### config.mk
export PLATFORM = sky130hd
export DESIGN_NAME = score_ctrl
export DESIGN_NICKNAME = d
export VERILOG_FILES = /design/src/rtl/score_ctrl.sv
export SDC_FILE = /design/constraint.sdc
export NUM_CORES = 1
export LEC_CHECK = 0
export ABC_AREA = 0
export BUFFER_PORTS_ARGS = -buffer_cell sky130_fd_sc_hd__buf_2
export CORE_ASPECT_RATIO = 1.5
export CORE_UTILIZATION = 59
export DETAILED_ROUTE_END_ITERATION = 7
export PLACE_DENSITY = 0.84
export REMOVE_ABC_BUFFERS = 1
export SKIP_LAST_GASP = 1
export SLEW_MARGIN = 15
export SYNTH_ARGS = -nofsm -noshare
export SYNTH_HDL_FRONTEND = slang
export SYNTH_SLANG_ARGS = --single-unit
### constraint.sdc
create_clock -name clk -period 4.03 [get_ports clk]
set_input_delay 0.6045 -clock clk [delete_from_list [all_inputs] [get_ports clk]]
set_output_delay 0.6045 -clock clk [all_outputs]
set_load 0.005 [all_outputs]
### src/rtl/score_ctrl.sv
// score_ctrl: game score sequencer.
// Counts point events during a game with saturation at MAX_SCORE, keeps the
// best score since reset, and flashes the display for a new record while the
// post-game OVER phase runs.
// Optional feature macro: SCORE_CTRL_HISCORE_EN enables high-score tracking,
// record flashing and showing the high score on disp while idle.
module score_ctrl #(
    parameter int MAX_SCORE     = 99,
    parameter int FLASH_CYCLES  = 25_000_000,
    parameter int FLASH_TOGGLES = 6
) (
    input  logic       clk,
    input  logic       rst,
    input  logic       start,
    input  logic       point,
    input  logic       game_over,
    output logic [9:0] score,
    output logic [9:0] hiscore,
    output logic [9:0] disp,
    output logic       blank,
    output logic       new_hi,
    output logic [1:0] state
);

    localparam int CNT_W = (FLASH_CYCLES > 1) ? $clog2(FLASH_CYCLES) : 1;
    localparam int TOG_W = (FLASH_TOGGLES > 1) ? $clog2(FLASH_TOGGLES) : 1;
    localparam logic [CNT_W-1:0] CNT_MAX    = CNT_W'(FLASH_CYCLES - 1);
    localparam logic [TOG_W-1:0] TOG_LAST   = TOG_W'(FLASH_TOGGLES - 1);
    localparam logic [9:0]       SCORE_LIM  = 10'(MAX_SCORE);

    typedef enum logic [1:0] {
        S_IDLE = 2'd0,
        S_PLAY = 2'd1,
        S_OVER = 2'd2
    } state_t;

    state_t           r_state, w_state_nxt;
    logic [9:0]       r_score, w_score_nxt;
    logic [9:0]       r_disp,  w_disp_nxt;
    logic [CNT_W-1:0] r_cnt,   w_cnt_nxt;
    logic [TOG_W-1:0] r_tog,   w_tog_nxt;
    logic             r_blank, w_blank_nxt;
`ifdef SCORE_CTRL_HISCORE_EN
    logic [9:0]       r_hiscore, w_hi_nxt;
    logic             r_new_hi,  w_new_hi_nxt;
`endif

    // Add one point, holding at the display limit instead of wrapping.
    function automatic logic [9:0] sat_inc(input logic [9:0] v);
        return (v < SCORE_LIM) ? v + 10'd1 : v;
    endfunction

    // Register all state and outputs; reset overrides everything.
    always_ff @(posedge clk) begin
        if (rst) begin
            r_state   <= S_IDLE;
            r_score   <= '0;
            r_disp    <= '0;
            r_cnt     <= '0;
            r_tog     <= '0;
            r_blank   <= 1'b0;
`ifdef SCORE_CTRL_HISCORE_EN
            r_hiscore <= '0;
            r_new_hi  <= 1'b0;
`endif
        end else begin
            r_state   <= w_state_nxt;
            r_score   <= w_score_nxt;
            r_disp    <= w_disp_nxt;
            r_cnt     <= w_cnt_nxt;
            r_tog     <= w_tog_nxt;
            r_blank   <= w_blank_nxt;
`ifdef SCORE_CTRL_HISCORE_EN
            r_hiscore <= w_hi_nxt;
            r_new_hi  <= w_new_hi_nxt;
`endif
        end
    end

    // Next-state, scoring, record detection and flash timing.
    always_comb begin
        w_state_nxt  = r_state;
        w_score_nxt  = r_score;
        w_cnt_nxt    = r_cnt;
        w_tog_nxt    = r_tog;
        w_blank_nxt  = r_blank;
`ifdef SCORE_CTRL_HISCORE_EN
        w_hi_nxt     = r_hiscore;
        w_new_hi_nxt = r_new_hi;
`endif
        case (r_state)
            S_IDLE: begin
                if (start) begin
                    w_state_nxt  = S_PLAY;
                    w_score_nxt  = '0;
`ifdef SCORE_CTRL_HISCORE_EN
                    w_new_hi_nxt = 1'b0;
`endif
                end
            end
            S_PLAY: begin
                if (point) begin
                    w_score_nxt = sat_inc(r_score);
                end
                if (game_over) begin
                    // The flash phase always begins unblanked with fresh counters.
                    w_state_nxt = S_OVER;
                    w_cnt_nxt   = '0;
                    w_tog_nxt   = '0;
                    w_blank_nxt = 1'b0;
`ifdef SCORE_CTRL_HISCORE_EN
                    if (w_score_nxt > r_hiscore) begin
                        w_hi_nxt     = w_score_nxt;
                        w_new_hi_nxt = 1'b1;
                    end
`endif
                end
            end
            S_OVER: begin
                if (r_cnt == CNT_MAX) begin
                    w_cnt_nxt = '0;
                    if (r_tog == TOG_LAST) begin
                        w_tog_nxt   = '0;
                        w_blank_nxt = 1'b0;
                        w_state_nxt = S_IDLE;
                    end else begin
                        w_tog_nxt = r_tog + 1'b1;
`ifdef SCORE_CTRL_HISCORE_EN
                        w_blank_nxt = r_new_hi ? ~r_blank : 1'b0;
`else
                        w_blank_nxt = 1'b0;
`endif
                    end
                end else begin
                    w_cnt_nxt = r_cnt + 1'b1;
                end
            end
            default: begin
                // Unused encoding falls back to idle.
                w_state_nxt = S_IDLE;
                w_cnt_nxt   = '0;
                w_tog_nxt   = '0;
                w_blank_nxt = 1'b0;
            end
        endcase
`ifdef SCORE_CTRL_HISCORE_EN
        w_disp_nxt = (w_state_nxt == S_IDLE) ? w_hi_nxt : w_score_nxt;
`else
        w_disp_nxt = w_score_nxt;
`endif
    end

    assign score = r_score;
    assign disp  = r_disp;
    assign blank = r_blank;
    assign state = r_state;
`ifdef SCORE_CTRL_HISCORE_EN
    assign hiscore = r_hiscore;
    assign new_hi  = r_new_hi;
`else
    assign hiscore = '0;
    assign new_hi  = 1'b0;
`endif

endmodule

After elaboration in Yosys (flattened, before gate mapping)

Index checks and enable logic that the tools add are counted.

Input bits: 5
Word-level logic and storage cells: 45
Register bits: 41

Bitwise operators: 1
Eq/ne operators: 10
Multiplexer cells: 19
$lt $le $gt $ge: 1
Add/subtract/negate cells: 3
Reductions and logical operators: 6

Operators by type and width:

| cell                  | number |
|---|---|
| $pmux 25 s3           | 1 |
| $mux 25               | 2 |
| $mux 10               | 3 |
| $add 25x1->25 const B | 1 |
| $eq 25x25->1 const B  | 1 |
| $pmux 10 s2           | 1 |
| $ne 2x2->1 const B    | 6 |
| $add 10x1->10 const B | 1 |
| $lt 10x7->1 const B   | 1 |
| $mux 3                | 3 |
| $pmux 3 s3            | 1 |
| $mux 2                | 4 |
| $reduce_and 4->1      | 2 |
| $pmux 2 s3            | 1 |
| $add 3x1->3 const B   | 1 |
| $eq 3x3->1 const B    | 1 |
| $pmux 1 s3            | 1 |
| $reduce_and 3->1      | 1 |
| $eq 2x1->1 const B    | 1 |
| $eq 2x2->1 const B    | 1 |
| $logic_not 2->1       | 1 |
| $mux 1                | 2 |
| $reduce_and 2->1      | 1 |
| $reduce_bool 2->1     | 1 |
| $not 1->1             | 1 |

Longest topological paths before layout

Gate-level depths: netlist of run 1.

Word-level depth: 4
Gate-level depth with buffers: 8
Depth with buffers taken out: 6

Least setup slack after synthesis of run 1

OpenSTA, ideal clock, no wires.

Kind: register -> register
From: reg r_cnt[0]
To: reg r_cnt[5]
Stages on the path, launching flop included: 9
Data arrival time: 1,910 ps
Path slack: 2,005 ps
Clock period less this slack: 2,025 ps
Cells stage by stage: dfxtp_1 ha_1 nand4_1 or4_1 o21a_1 buf_6 nor2_4 buf_4 nor2_1

Cells in the longest elaborated chain, start to end: 3

RTL lines:

| element                                       | line     | RTL |
|---|---|---|
| start: declaration                            | 40       | `logic [CNT_W-1:0] r_cnt, w_cnt_nxt;` |
| start signal: assignment                      | 70       | `r_cnt <= w_cnt_nxt;` |
| $add 25x1->25 or $eq 25x25->1 (tied branches) | 135, 120 |  |
| $mux 25 (*)                                   | 120      | `if (r_cnt == CNT_MAX) begin` |
| $pmux 25 s3 (*)                               | 91       | `case (r_state)` |

Mark *: on every way between the ends. The rest lies on a longest branch, timed or not.
A chain may end at the register's enable or synchronous reset.

Final worst setup path of run 1

From: reg r_cnt[0]
To: reg r_cnt[7]

Same word-level chain as after synthesis.

==> results of run 1 <==
-- metrics by stage --
| step | cells | power [uW] | instance area [um2] |
|---|---|---|---|
| final | 308 | 715 | 2250 |
| after CTS | 308 | 721 | 2250 |
| after floorplan | 232 | 437 | 1980 |
| after detailed placement | 300 | 452 | 2160 |
| after global routing | 308 | 741 | 2250 |
| after global placement | 300 | 451 | 2160 |
-- flip-flops by register name, summed over array words and instances (netlist names) --
signal  cells
r_cnt      25
disp       10
r_tog       3
state       2
-- worst max path at each step --
| stage | startpoint | end | slack (ns) | cells after the start |
|---|---|---|---|---|
| finish | r_cnt[0]$_SDFFE_PP0P_ | r_cnt[7]$_SDFFE_PP0P_ | 1.69 | 6 |
| global route | r_cnt[0]$_SDFFE_PP0P_ | r_cnt[23]$_SDFFE_PP0P_ | 1.53 | 6 |
| CTS | r_cnt[0]$_SDFFE_PP0P_ | r_cnt[7]$_SDFFE_PP0P_ | 1.71 | 6 |
| detailed placement | game_over | r_cnt[7]$_SDFFE_PP0P_ | 1.61 | 5 |
| global placement | game_over | r_cnt[9]$_SDFFE_PP0P_ | 1.71 | 5 |
| floorplan | r_cnt[0]$_SDFFE_PP0P_ | r_cnt[8]$_SDFFE_PP0P_ | 2.03 | 6 |
-- cell type report --
cell class | instances | area [um2] | area share [%]
Clock buffer | 6 | 82.6 | 3.67
Clock inverter | 2 | 10.0 | 0.445
Inverter | 4 | 15.0 | 0.667
Multi-Input combinational cell | 188 | 1160 | 51.5
Sequential cell | 40 | 801 | 35.6
Tap cell | 42 | 52.6 | 2.33
Timing Repair Buffer | 26 | 130 | 5.78
-- metal layers --
metal	vias to the layer above	GRT usage [%]	routed length (um)
met5	-	0	0
met4	0	10.2	68
met3	6	5.39	153
met2	38	46.1	2220
met1	820	22.4	1650
li1	870	-	-
-- cell usage in the layout, fill, tap and decap left out, types with 3 or more instances in the layout --
cell       n
xnor2_1    8
and3_1     5
nor3b_1    3
nand2b_1   4
inv_1      4
xor2_1    12
conb_1    12
a31oi_1    3
mux2i_1    4
nor2_1    36
dfxtp_1   40
and2_1     7
nand4_1    7
clkbuf_8   6
buf_2     26
o21ai_0    3
nand2_1   17
nor3_1     3
a21oi_1    3
nand3b_1   3
nor4_1     5
nand3_1   15
-- worst reg2reg max path, stage by stage (launching register included) --
cell,delay [ns]
dfxtp_1,0.38
ha_1,0.25
nand4_1,0.19
or4_1,0.57
o21a_1,0.33
nor2_4,0.39
nor2_1,0.10
-- cells by family after synthesis --
kind of cell | Yosys count
mux | 4
xor+xnor | 20
compound gates | 22
buf+inv | 31
other cells | 1
fa+ha+maj | 2
simple gates | 128
flops | 40
-- power by group --
group / internal, uW / switching, uW / leakage [uW]
Combinational: 12.9 / 28.2 / 0.000562
Sequential: 398 / 3.72 / 0.000323
Clock: 136 / 136 / 0.0000510
Total: 547 / 168 / 0.000936
==> impl_metrics.toml, run 1 <==
[floorplan]
core_um2 = 3450
pin_count = 39
die_h_um = 75.7
initial_utilization_pct = 62.0
chipWidth_um = 51.1
dieArea_um2 = 3870
num_rows = 26

[logic_synthesis]
synthMuxAreaShare_pct = 1.87
synthCells = 248
synth_edf_count = 0
ys_warn_count = 0
synth.most_common_cell = "dfxtp_1"
ys_ff_latch = 40
syn_avg_cell_area_um2 = 8.62
synth.top_cells.by_area = "dfxtp_1, buf_4, nor2_1"
synthArstFlopShare_pct = 0
synth.top_cell.area_share_pct = 37.5
synth.distinct_cells = 52
synth_compound_area_share_pct = 7.14
synth_xor_area_share_pct = 8.20
yosys.area.top_type = "dfxtp_1"
synth_top_family_by_area = "simple AND/OR/NAND/NOR gates"
synth-simple-area-share_pct = 33.8
synthTopCellsByCount = "dfxtp_1, nor2_1, buf_4"
yosysSeqAreaShare_pct = 37.5
synthAdderAreaFrac_pct = 1.17
syn_area_um2 = 2140
synth_top_flop_cell = "dfxtp_1"

[sta]
rsz0062_at_grt = "false"
finalCritPeriodShare_pct = 57.9
finalCriticalPeriod_ns = 2.34
setup_ws_ns = 1.69
hold_viol = 0
holdWs_ns = 0.505
finClkSkew_ns = 0.00447
drv_slew = 0
setup_viol = 0
tns_ns = 0
max_slew_margin_pct = 42.1
worst_pin_slew_ns = 0.860
fmax_ghz = 0.428

[clock_tree]
cts_buffer_depth = 2
worstSkewPairLatency_ns = 0.29
clk_pin_slew_ns = 0.08
post_cts_resized = 0
cts_setup_buffers = 0
htreeDepth = 2
hold_buffers = 0
cts_root_buffer = "clkbuf_8"
clkSinkCount = 40
cts_buffers = 5
cts_tree = "yes"

[hold_path]
holdCritStartpoint = "r_cnt[6]$_SDFFE_PP0P_"
min_to = "r_cnt[6]$_SDFFE_PP0P_"
hp-class = "reg -> reg"
whs_path_depth = 2

[detailed_routing]
drc = 0
post_drt_wl_per_cell_um = 13.3
routed_wl_um = 4090
final_antenna_net_count = 0
drt_pass1_iterations = 4
first_iter_violations = 49
routed_via_density = 5.63
vias = 1734

[critical_path]
r2r_slack_ns = 1.69
critical_path.slowest_cell = "or4_1"
crit_path_start_kind = "register"
arrival_ns = 2.51
worstPathCellList = "ha_1 -> nand4_1 -> or4_1 -> o21a_1 -> nor2_4 -> nor2_1"
crit_type = "reg -> reg"
cp_num_buf_inv = 0
slowest_delay_ns = 0.57
critPathCaptureType = "register"
path_max_fanout = 17
path_delay_family = "simple AND/OR/NAND/NOR gates"
crit_required_ns = 4.20
rr_worst_depth = 6
r2r-start = "r_cnt[0]$_SDFFE_PP0P_"
timing.rr.end = "r_cnt[7]$_SDFFE_PP0P_"

[global_route]
grt_util_all_layers_pct = 23.3
grt_pass1_vias = 1571
grt_max_degree = 18
grt_overflow = 0
grt_pass1_wl_um = 6650
antenna_found_initial = 0

[pwr]
p_leak_uw = 0.000936
peakVddDrop_uv = 236
powerDensity_nw_per_um2 = 317

[placement]
dp_hpwl_um = 2910
place.port_buffers = 26
place_ws_ns = 1.61
finalWeightedCongestion = 0.818

[finish]
diodes = 0
fillers = 314
drive_above_1_share_pct = 17.3
nets = 272
final_util_pct = 65.3
area_delta_synth_final_pct = 5.33

[flow_run]
cap_violations = 0

[outcome]
status = "finished clean"
Note: power is estimated with default switching activity, not from simulation.
==> inputs of run 2 (changes only) <==
--- a/config.mk
+++ b/config.mk
@@ -8,9 +8,9 @@
 export ABC_AREA = 0
 export BUFFER_PORTS_ARGS = -buffer_cell sky130_fd_sc_hd__buf_2
 export CORE_ASPECT_RATIO = 1.5
-export CORE_UTILIZATION = 59
+export CORE_UTILIZATION = 55
 export DETAILED_ROUTE_END_ITERATION = 7
-export PLACE_DENSITY = 0.84
+export PLACE_DENSITY = 0.79
 export REMOVE_ABC_BUFFERS = 1
 export SKIP_LAST_GASP = 1
 export SLEW_MARGIN = 15
==> constraint.sdc (replaced) <==
create_clock -name clk -period 2.2 [get_ports clk]
set_input_delay 0.33 -clock clk [delete_from_list [all_inputs] [get_ports clk]]
set_output_delay 0.33 -clock clk [all_outputs]
set_load 0.005 [all_outputs]
==> run 2 against run 1 <==
Net effect:
- clock skew up 0.0020 ns
- setup slack got worse by 1.6 ns
- cell area up 3.6%
- global-route usage down 2.4 points
- register-to-register slack got worse by 1.6 ns
- sequential power increased by 83%
- largest cell class unchanged
==> impl_metrics.toml, run 2 (synthesis gave the netlist of run 1 again) <==
[outcome]
status = "finished clean"

[detailed_routing]
post_drt_wl_per_cell_um = 12.6
final_antenna_net_count = 0
routed_via_density = 5.51
vias = 1742
drc = 0
first_iter_violations = 27
routed_wl_um = 3970
drt_pass1_iterations = 4

[critical_path]
arrival_ns = 2.27
crit_type = "reg -> reg"
worstPathCellList = "ha_2 -> nand4_1 -> or4_4 -> o21a_4 -> a21o_1 -> a22o_1"
slowest_delay_ns = 0.58
critical_path.slowest_cell = "or4_4"
crit_required_ns = 2.38
path_max_fanout = 9
critPathCaptureType = "register"
rr_worst_depth = 6
crit_path_start_kind = "register"

[clock_tree]
worstSkewPairLatency_ns = 0.29
cts_tree = "yes"
cts_buffers = 5
clkSinkCount = 40
hold_buffers = 0
htreeDepth = 2
cts_root_buffer = "clkbuf_8"
cts_buffer_depth = 2
clk_pin_slew_ns = 0.08

[hold_path]
whs_path_depth = 3
hp-class = "in -> reg"

[global_route]
grt_overflow = 0
grt_pass1_vias = 1599
busiest_layer = "met2"
use_met2_pct = 37.8
antenna_found_initial = 0
use_met1_pct = 22.3
grt_util_all_layers_pct = 20.9
grtUsageMet3_pct = 4.84
grt_max_degree = 18
grt_pass1_wl_um = 6640

[floorplan]
pin_count = 39
chipWidth_um = 52.9
num_rows = 27
core_um2 = 3680
die_h_um = 78.3
dieArea_um2 = 4140
initial_utilization_pct = 58.0

[finish]
drive_above_1_share_pct = 20.5
regMostFlops = "r_cnt"
mostFrequentLayoutCells = "dfxtp_1, nor2_1, buf_2, nand2_1, nand3_1"
final_area_um2 = 2330
area_delta_synth_final_pct = 9.08
nets = 279
largest_reg_flops = 25
diodes = 0
final_common_cell = "dfxtp_1"

[placement]
placed_area_um2 = 2220
place.port_buffers = 26
finalWeightedCongestion = 0.767
dp_hpwl_um = 2860

[pwr]
seq_power_share_pct = 55.4
powerDensity_nw_per_um2 = 569
comb_power_share_pct = 7.0
switching_share_pct = 23.4
peakVddDrop_uv = 578
netSwitchingPower_uw = 310
p_leak_uw = 0.000977
clock_power_share_pct = 37.6
p_int_uw = 1020

[sta]
finClkSkew_ns = 0.00642
fmax_ghz = 0.478
rsz0062_at_grt = "false"
hold_viol = 0
setup_viol = 0
tns_ns = 0
finalCritPeriodShare_pct = 95.1
drv_slew = 0
holdWs_ns = 0.313
finalCriticalPeriod_ns = 2.09

[flow_run]
cap_violations = 0
-- run 2: critical path: cells and delay by family (launching register included) --
family	cells	cell delay [ns]
fa+ha+maj	1	0.23
simple gates	2	0.74
compound gates	3	0.64
flops	1	0.38
-- run 2: what timing repair did --
| item | CTS | global route |
|---|---|---|
| buffers inserted | 0 | 0 |
| setup endpoints to repair | 1 | 19 |
| hold endpoints to repair | 0 | 0 |
| gates resized for setup | 1 | 3 |
-- run 2: final cells by class --
type                       count  area (um2)
fill                         347        1350
tap                           43        53.8
clock buffer                   6        82.6
clock inverter                 2        10.0
timing repair buffer          33         195
multi-input combinational    188        1170
sequential                    40         801
inverter                       4        15.0
-- run 2: routing by layer --
layer  up-vias  part of all wire (%)
li1        875                     -
met1       819                    42
met2        41                    52
met3         7                   4.1
met4         0                   1.4
met5         -                     0
-- run 2: path summary, 6_finish.rpt --
check,from,slack (ns),to
worst min register to register,r_cnt[6]$_SDFFE_PP0P_,0.49,r_cnt[6]$_SDFFE_PP0P_
worst min-delay path,game_over,0.31,state[1]$_SDFFE_PP0P_
worst max-delay path,r_cnt[0]$_SDFFE_PP0P_,0.11,r_cnt[8]$_SDFFE_PP0P_
worst max register to register,r_cnt[0]$_SDFFE_PP0P_,0.11,r_cnt[8]$_SDFFE_PP0P_
-- run 2: through the flow --
stage / util, % / cells / setup WS, ns / total power, uW
global placement: 60.4 / 308 / 0.0796 / 842
global route: 63.3 / 316 / 0.00904 / 1370
CTS: 63.0 / 316 / 0.0485 / 1340
floorplan: - / 232 / 0.198 / 801
finish: 63.3 / 316 / 0.109 / 1330
detailed placement: 60.4 / 308 / 0.0200 / 844
-- run 2: power groups by stage --
stage | clock [uW] | combinational, uW | sequential (uW)
3_5_place_dp | 0 | 92.1 | 752
2_1_floorplan | 0 | 49.8 | 752
4_1_cts | 514 | 93.1 | 735
3_3_place_gp | 0 | 90.7 | 752
6_report | 498 | 92.8 | 735
5_1_grt | 536 | 102 | 736
